### src/rtl/streak_tracker.sv
// streak_tracker: streak engine for the dance game scoring path.
// Turns per-step hit/miss judgements into a current streak, a best streak,
// a score multiplier tier and one-cycle milestone/broken pulses. All outputs
// are registered and reflect the event sampled on the previous clock edge.
// Optional build macro STREAK_GRACE_EN adds a GRACE state. In that state the
// first miss on a long streak costs one multiplier tier instead of the streak.
module streak_tracker #(
   parameter int WIDTH     = 16,
   parameter int TIER_STEP = 10,
   parameter int MAX_MULT  = 4,
   parameter int MILESTONE = 25,
   localparam int MW       = $clog2(MAX_MULT + 1)
) (
   input  logic             clk,
   input  logic             reset,
   input  logic             clear,
   input  logic             hit_valid,
   input  logic             miss_valid,
   output logic [WIDTH-1:0] streak_out,
   output logic [WIDTH-1:0] best_out,
   output logic [MW-1:0]    mult_out,
   output logic             milestone_pulse,
   output logic             broken_pulse
);

   // Arithmetic width wide enough for both the streak and the integer parameters.
   localparam int CW = (WIDTH > 32) ? WIDTH : 32;
   localparam logic [WIDTH-1:0] STREAK_MAX = '1;

   typedef enum logic [1:0] {
      IDLE      = 2'd0,
      ACTIVE    = 2'd1,
      SATURATED = 2'd2
`ifdef STREAK_GRACE_EN
      , GRACE   = 2'd3
`endif
   } state_t;

   state_t           state;
   state_t           state_next;
   logic [WIDTH-1:0] streak_next;
   logic [WIDTH-1:0] best_next;
   logic [MW-1:0]    mult_next;
   logic             milestone_next;
   logic             broken_next;

   // Multiplier tier for a given streak: 1 + streak / TIER_STEP, capped at MAX_MULT.
   function automatic logic [MW-1:0] mult_of(input logic [WIDTH-1:0] s);
      logic [CW-1:0] tier;
      tier = CW'(s) / CW'(TIER_STEP);
      if (tier >= CW'(MAX_MULT - 1))
         mult_of = MW'(MAX_MULT);
      else
         mult_of = MW'(tier + 1'b1);
   endfunction

   // True when the streak sits on a multiple of MILESTONE.
   function automatic logic on_milestone(input logic [WIDTH-1:0] s);
      on_milestone = ((CW'(s) % CW'(MILESTONE)) == '0);
   endfunction

   // Next-state and next-output decode, in the order clear > miss > hit.
   always_comb begin
      state_next     = state;
      streak_next    = streak_out;
      mult_next      = mult_out;
      milestone_next = 1'b0;
      broken_next    = 1'b0;

      if (clear) begin
         state_next  = IDLE;
         streak_next = '0;
         mult_next   = MW'(1);
      end else if (miss_valid) begin
         case (state)
            IDLE: begin
               // Nothing to break: the streak is already zero.
               state_next = IDLE;
            end
            ACTIVE, SATURATED: begin
`ifdef STREAK_GRACE_EN
               if (CW'(streak_out) >= CW'(TIER_STEP)) begin
                  // First miss on a long streak: keep the streak, lose a tier.
                  state_next = GRACE;
                  mult_next  = (mult_out > MW'(1)) ? mult_out - MW'(1) : MW'(1);
               end else begin
                  state_next  = IDLE;
                  streak_next = '0;
                  mult_next   = MW'(1);
                  broken_next = 1'b1;
               end
`else
               state_next  = IDLE;
               streak_next = '0;
               mult_next   = MW'(1);
               broken_next = 1'b1;
`endif
            end
`ifdef STREAK_GRACE_EN
            GRACE: begin
               // Second miss in a row: the grace is used up.
               state_next  = IDLE;
               streak_next = '0;
               mult_next   = MW'(1);
               broken_next = 1'b1;
            end
`endif
            default: begin
               state_next  = IDLE;
               streak_next = '0;
               mult_next   = MW'(1);
            end
         endcase
      end else if (hit_valid) begin
         if (streak_out == STREAK_MAX) begin
            // Pinned at the top: hold the count, never re-fire the milestone.
            state_next  = SATURATED;
            streak_next = streak_out;
            mult_next   = mult_of(streak_out);
         end else begin
            streak_next    = streak_out + 1'b1;
            state_next     = (streak_next == STREAK_MAX) ? SATURATED : ACTIVE;
            mult_next      = mult_of(streak_next);
            milestone_next = on_milestone(streak_next);
         end
      end

      // Best follows the new streak in the same cycle, so it never lags.
      best_next = (streak_next > best_out) ? streak_next : best_out;
   end

   // State and all outputs registered together; reset clears everything.
   always_ff @(posedge clk) begin
      if (reset) begin
         state           <= IDLE;
         streak_out      <= '0;
         best_out        <= '0;
         mult_out        <= MW'(1);
         milestone_pulse <= 1'b0;
         broken_pulse    <= 1'b0;
      end else begin
         state           <= state_next;
         streak_out      <= streak_next;
         best_out        <= best_next;
         mult_out        <= mult_next;
         milestone_pulse <= milestone_next;
         broken_pulse    <= broken_next;
      end
   end

endmodule
### config.mk
export PLATFORM = sky130hd
export DESIGN_NAME = streak_tracker
export DESIGN_NICKNAME = d
export VERILOG_FILES = /design/src/rtl/streak_tracker.sv
export SDC_FILE = /design/constraint.sdc
export NUM_CORES = 1
export LEC_CHECK = 0
export ABC_CLOCK_PERIOD_IN_PS = 13100
export CAP_MARGIN = 20
export CORE_MARGIN = 2
export CORE_UTILIZATION = 58
export CTS_CLUSTER_DIAMETER = 120
export DETAILED_ROUTE_END_ITERATION = 8
export GPL_ROUTABILITY_DRIVEN = 0
export HOLD_SLACK_MARGIN = 0.02
export PLACE_DENSITY = 0.8
export SYNTH_ARGS = -nofsm -noshare
export SYNTH_HDL_FRONTEND = slang
export SYNTH_SLANG_ARGS = --single-unit
export TNS_END_PERCENT = 1
### constraint.sdc
create_clock -name clk -period 13.1 [get_ports clk]
set_input_delay 1.31 -clock clk [delete_from_list [all_inputs] [get_ports clk]]
set_output_delay 1.31 -clock clk [all_outputs]
set_load 0.01 [all_outputs]
==> results.md, run 1 <==
- Outcome: finished, final reports clean
- Placed cell areas: about 11000 um2
- Post-synth EDFFs: 0
- Layout area overhead: 16.7%
- Initial antenna violation count: 0
- CP Class: reg2reg
- VDD IR max: 194 uV
- Routed WL: 36.6 mm
- Slowest-stage cell, CP: or4_4
- Period utilization: 0.994
- 1st-iter DRT viols: 1723
- Critical Path Max Stage Delay: around 0.56 ns
- Commonest non-fill, non-tap cell in the layout: nor2_1
- Synth Warn #: 0
- Clk sinks: 39
- Startpoint Class: flop
- Maxcap violations: 0
- ANT nets after route: 0
- CTS buffer count: 5
- XOR/XNOR share of the synthesized area: 0.0784
- Main synth FF type: dfxtp_1
- Crit path max-delay family: simple AND/OR/NAND/NOR gates
- Largest net degree at the start of global routing: 36
- Die Y-Extent: approximately 140 um
- Initial Utilization: 0.597
- Final core occ: 0.697
- # setup viols final: 0
- Arrival @ worst endpoint: around 13 ns
- Nets@finish: between 1500 and 2000
- Die area: 19000 um2
- Core Region: roughly 17000 um2
- H-tree depth: 2
- Clk_lat worst skew: 0.29 ns
- Final-report max-slew violation count: 0
- CTS root buf: clkbuf_16
- Peak Freq: 76.8 MHz
- Layout cells sized above 1: 0.187
- Sequential area share after synthesis: 0.0750
- Remaining DRCs: 0
- Compound-Gate Fraction of Synth Area: 0.375
- Overall power: about 0.0019 W
- Detailed-route via count: approximately 13000
- Main combinational cell family by area after synthesis: compound AO/OA/AOI/OAI gates
- Clk_skew: slightly above 0.007 ns
- CTS tree: yes
- Vias in the first global route: between 10000 and 15000
- Port Buffers: approximately 40
- Most Frequent Cell on Critical Path: or4_4
- Post-DP HPWL: ~26 mm
- Fin area: between 10000 and 15000 um2
- Iteration count of the initial detailed-routing pass: 8
- Post-synthesis adder-cell area fraction: 0.0375
- Num rows: 48
- Final Hold Fails: 0
- Slew headroom: 0.301
- Post-synth ARST share: 0
- PD cells: between 150 and 200 nW/um2
- Vias per inst: 7.34
- Multiplexer area fraction after synthesis: 0.0424
- Max FO, Critical Path: 10
- Syn Area/Cell: 6.95 um2
- Leak pwr: between 4 and 5 nW
- Clock Path Buffers: 2
- Crit path time final: about 13 ns
- Actual slew at the worst max-slew pin: ~1.0 ns
- Synth Net Count: ~1500
- Diodes inserted: 0
- Post-Synth Simple-Gate Area: 0.335
- Placed Cells: between 1500 and 2000
- Worst EP required: 13.30 ns
- WP buf/inv: 4
- Die width: 138 um
- Distinct cells, synth: 130
- Cells after Synth: approximately 1500
- Io pins: between 40 and 50
- Worst-path clk slew: approximately 0.060 ns
- Total grt overflow: 0
- Non-Filler Instances: approximately 1800
- RSZ-0062 raised after global routing: true
- CP Capture Type: flop
- Wirelength per Cell: 20.6 um
- Worst hold path class: reg2reg
- Global-route wire length before repair: about 55 mm
- Seq cells post-synth: 39
- GRT Overall Usage: 0.351
- Commonest cells after routing, fill and taps aside: nor2_1 (148), nand2_1 (122), buf_4 (107)
- Netlist area before placement: roughly 10000 um2
==> repair_timing <==
action / 4_1_cts / 5_1_grt
gates resized for setup: 12 / 90
endpoints found under the setup margin: 3 / 4
setup buffers: 3 / 28
hold buffers: 0 / 0
pin swaps: 2 / 31
==> tightest hold or removal path, stage by stage (launching register included) <==
cell and delay [ns]:
dfxtp_1 0.34, mux2i_1 0.07, nor2_1 0.07
==> per-layer routing <==
| metal | GRT usage | share of wire |
|---|---|---|
| met1 | 0.453 | 0.39 |
| met2 | 0.587 | 0.45 |
| met3 | 0.0581 | 0.12 |
| met4 | 0.128 | 0.045 |
| met5 | 0 | 0 |
==> synthesized netlist by cell type (all sizes together), types with 10 or more instances <==
library cell | number | area share
a2111oi | 14 | 0.016
a211o | 11 | 0.010
a211oi | 33 | 0.026
a21boi | 14 | 0.011
a21o | 20 | 0.014
a21oi | 83 | 0.041
a221oi | 11 | 0.011
a31oi | 28 | 0.017
and2 | 18 | 0.011
and3 | 26 | 0.016
buf | 33 | 0.017
clkbuf | 71 | 0.026
dfxtp | 39 | 0.075
ha | 28 | 0.034
inv | 35 | 0.013
mux2 | 11 | 0.012
mux2i | 31 | 0.030
nand2 | 123 | 0.044
nand2b | 14 | 0.0084
nand3 | 62 | 0.034
nand4 | 34 | 0.022
nor2 | 152 | 0.055
nor2b | 19 | 0.011
nor3 | 73 | 0.038
nor4 | 36 | 0.031
o2111ai | 13 | 0.012
o211ai | 34 | 0.025
o21a | 13 | 0.0094
o21ai | 92 | 0.047
o31a | 10 | 0.0084
o31ai | 21 | 0.017
or2 | 16 | 0.0096
or3 | 20 | 0.013
or4 | 16 | 0.012
xnor2 | 69 | 0.062
xor2 | 19 | 0.017
==> cell families after synthesis <==
kind of cell             Yosys count
flip-flops                        39
multiplexers                      42
XOR/XNOR                          88
AND/OR/NAND/NOR                  640
AO/OA/AOI/OAI                    515
adder cells (fa/ha/maj)           32
buffers and inverters            142
==> state kept, by name (all words and copies together) (netlist names) <==
register         cells
milestone_pulse      1
streak_out          16
best_out            16
mult_out             3
state                2
broken_pulse         1
==> per-stage QoR <==
| stage | hold slack [ns] | setup slack (ns) | TNS (ns) |
|---|---|---|---|
| after global routing | 0.540 | -0.342 | -0.637 |
| after global placement | 0.489 | 0.0182 | 0 |
| after floorplan | 0.475 | 0.399 | 0 |
| final | 0.523 | 0.0780 | 0 |
| after CTS | 0.526 | 0.00805 | 0 |
| after detailed placement | 0.512 | -0.237 | -0.258 |
==> final timing paths <==
| check | from | endpoint | slack [ns] | cells after the start |
|---|---|---|---|---|
| worst max-delay path | streak_out[0] | mult_out[0] | 0.08 | 47 |
| worst min-delay path | best_out[2] | best_out[2] | 0.52 | 2 |
| worst max register to register | streak_out[0] | mult_out[0] | 0.08 | 47 |
| worst min register to register | best_out[2] | best_out[2] | 0.52 | 2 |
==> area by class of cell <==
class	instances	area (um2)
Fill cell	1373	5270
Multi-Input combinational cell	1317	9540
Tap cell	225	282
Clock inverter	1	5.00
Inverter	38	143
Timing Repair Buffer	151	1240
Sequential cell	39	801
Clock buffer	7	133
==> power breakdown <==
| group | leakage (nW) | switching (W) | total [W] | internal, W |
|---|---|---|---|---|
| sequential | 0.321 | 0.00000180 | 0.000122 | 0.000120 |
| combinational | 3.98 | 0.00101 | 0.00165 | 0.000634 |
| clock | 0.0679 | 0.0000472 | 0.000118 | 0.0000704 |
(Power assumes the default switching activity.)
==> inputs of run 2 (changes only) <==
- MAX_ROUTING_LAYER: default -> met4
==> run 2 against run 1 <==
Clock power about the same. Maximum frequency increased by 0.34%. Final area decreased by 1.5%. Worst setup slack improved by 0.044 ns. Sequential cell count unchanged. Total power decreased by 2.0%. Combinational power decreased by 2%. Via count decreased by 1.0%. Sequential share of layout area increased by 0.066 points. Largest power group unchanged.
==> results.md, run 2 (same netlist as run 1, synthesis figures left out) <==
- Peak Freq: 77.1 MHz (+0.34%)
- WP buf/inv: 4 (unchanged)
- Routed WL: 36.1 mm (-1.4%)
- CTS buffer count: 5 (unchanged)
- CTS Hold Buffers Added: 0 (unchanged)
- Layout cells sized above 1: 0.176 (-0.0109)
- Clock Path Buffers: 2 (unchanged)
- RR Endpoint: mult_out[0]
- Total grt overflow: 0 (unchanged)
- Nets@finish: 1573 (-0.76%)
- Top flop regs: best_out x16, streak_out x16, mult_out x3
- Clk_skew: 0.00768 ns (+0.000495 ns)
- Reg2Reg Depth: 46 (-2.1%)
- Iteration count of the initial detailed-routing pass: 7 (-1)
- 1st-iter DRT viols: 1556 (-9.7%)
- FF-to-FF setup slack: 0.12 ns (+0.04 ns)
- Port Buffers: 41 (unchanged)
- VDD IR max: 195 uV (+0.38%)
- Io pins: 42 (unchanged)
- Placed Cells: 1739 (unchanged)
- Startpoint Class: flop
- Crit path max-delay family: simple AND/OR/NAND/NOR gates
- Largest net degree at the start of global routing: 36 (unchanged)
- Final Hold Fails: 0 (unchanged)
- Post-DP HPWL: 26.0 mm (unchanged)
- Vias per inst: 7.31 (-0.38%)
- Worst r2r src: streak_out[1]
- PD cells: 155 nW/um2 (-0.52%)
- Core Region: 17400 um2 (unchanged)
- Die width: 138 um (unchanged)
- Remaining DRCs: 0 (unchanged)
- Slew headroom: 0.299 (-0.00224)
- Diodes inserted: 0 (unchanged)
- Vias in the first global route: 11300 (-0.071%)
- Die area: 19000 um2 (unchanged)
- Clock share of power: 0.064 (+0.002)
- Clk_lat worst skew: 0.29 ns (about the same)
- Non-Filler Instances: 1766 (-0.67%)
- Hold_sp: state[1]
- Maxcap violations: 0 (unchanged)
- Grt peak-use layer: met2
- Initial Utilization: 0.597 (unchanged)
- RSZ-0062 raised after global routing: true
- Global-route wire length before repair: 54.9 mm (about the same)
- # setup viols final: 0 (unchanged)
- Slowest-stage cell, CP: or4_4
- Leak pwr: 4.29 nW (-1.7%)
- Overall power: 0.00185 W (-2.0%)
- H-tree depth: 2 (unchanged)
- Commonest non-fill, non-tap cell in the layout: nor2_1
- Layout area overhead: 15.0%
- Clk sinks: 39 (unchanged)
- Met2 Use GR: 0.581 (-0.00550)
- Num rows: 48 (unchanged)
- Hold Crit Depth: 2 (unchanged)
- Final-report max-slew violation count: 0 (unchanged)
- Commonest cells after routing, fill and taps aside: nor2_1 (149), nand2_1 (122), buf_4 (96)
- Worst hold path class: reg2reg
- GRT Overall Usage: 0.360 (+0.00951)
- M1 GR Usage: 0.457 (+0.00355)
- Outcome: finished, final reports clean
- Max FO, Critical Path: 10 (unchanged)
- Placed cell areas: 11300 um2 (unchanged)
- Initial antenna violation count: 0 (unchanged)
- Detailed-route via count: 12900 (-1.0%)
- Die Y-Extent: 138 um (unchanged)
- Critical Path Max Stage Delay: 0.56 ns (about the same)
- FILL cells: 1405 (+2.3%)
- Critical Path Source: streak_out[1]
- Endpoint, Worst Hold: state[1]
- Gate power share: 0.870 (-0.003)
- Wirelength per Cell: 20.4 um (-0.77%)
- Internal: 0.000806 W (-2.2%)
- Seq pwr share: 0.066 (about the same)
- Arrival @ worst endpoint: 13.18 ns (-0.04 ns)
- CP Capture Type: flop
- Worst-path clk slew: 0.06 ns (about the same)
- Fin area: 12000 um2 (-1.5%)
- CTS tree: yes
- Actual slew at the worst max-slew pin: 1.05 ns (+0.00337 ns)
- CTS root buf: clkbuf_16
- Worst EP required: 13.30 ns (about the same)
- CP Class: reg2reg
- Crit path time final: 12.98 ns (-0.0436 ns)
- ANT nets after route: 0 (unchanged)
- Period utilization: 0.991 (-0.00333)
- Switching power: 0.00104 W (-1.8%)
- Sw frac: 0.564 (+0.000919)
- Met3 Track Usage GR: 0.0530 (-0.00512)
-- run 2: metrics by stage --
step                      hold WS, ns  worst slack (ns)  utilization  setup TNS (ns)
after global placement          0.489            0.0182        0.647               0
after global routing            0.540            -0.335        0.687          -0.613
after detailed placement        0.512            -0.237        0.647          -0.258
after CTS                       0.526           0.00805        0.660               0
after floorplan                 0.475             0.399            -               0
final                           0.522             0.122        0.687               0
-- run 2: final cells by class --
cell class	instances	area, um2	share of cell area
Tap cell	225	282	0.0235
Clock buffer	7	133	0.0111
Inverter	38	143	0.0119
Sequential cell	39	797	0.0666
Timing Repair Buffer	139	1150	0.0964
Multi-Input combinational cell	1317	9460	0.790
Clock inverter	1	5.00	0.000418
-- run 2: worst register-to-register path: cells and delay by family (launching register included) --
family	cells	cell delay [ns]
AND/OR/NAND/NOR	23	6.52
AO/OA/AOI/OAI	13	3.47
XOR/XNOR	3	0.86
buffers and inverters	4	0.84
adder cells (fa/ha/maj)	2	0.54
flip-flops	1	0.39
multiplexers	1	0.27
-- run 2: routing by layer --
layer / vias to the layer above / wire length [um]
met2: 893 / 16500
met3: 180 / 3890
met1: 5941 / 14300
met5: - / 0
li1: 5897 / -
met4: 0 / 1450
-- run 2: worst max-delay path by stage --
stage	endpoint	cells after the start
2_1_floorplan	mult_out[0]	48
3_3_place_gp	mult_out[0]	45
3_5_place_dp	mult_out[0]	45
4_1_cts	mult_out[0]	47
5_1_grt	mult_out[0]	45
6_report	mult_out[0]	46
-- run 2: repair_timing --
item | in CTS | in global routing
setup endpoints to repair | 3 | 4
pin swaps | 2 | 21
resized for setup | 12 | 75
endpoints found under the hold margin | 0 | 0
setup buffers | 3 | 16
-- run 2: power by group through the flow --
stage	sequential [W]	combinational (W)	clock (W)
detailed placement	0.000125	0.00145	0
finish	0.000122	0.00161	0.000119
CTS	0.000122	0.00147	0.000119
global placement	0.000125	0.00142	0
floorplan	0.000126	0.00116	0
global route	0.000122	0.00172	0.000123
==> inputs of run 3 (changes only) <==
- CAP_MARGIN: 20 -> default
- CTS_CLUSTER_SIZE: default -> 8
==> results of run 3 <==
Final layout, timing and power as in run 2 (identical DEF).
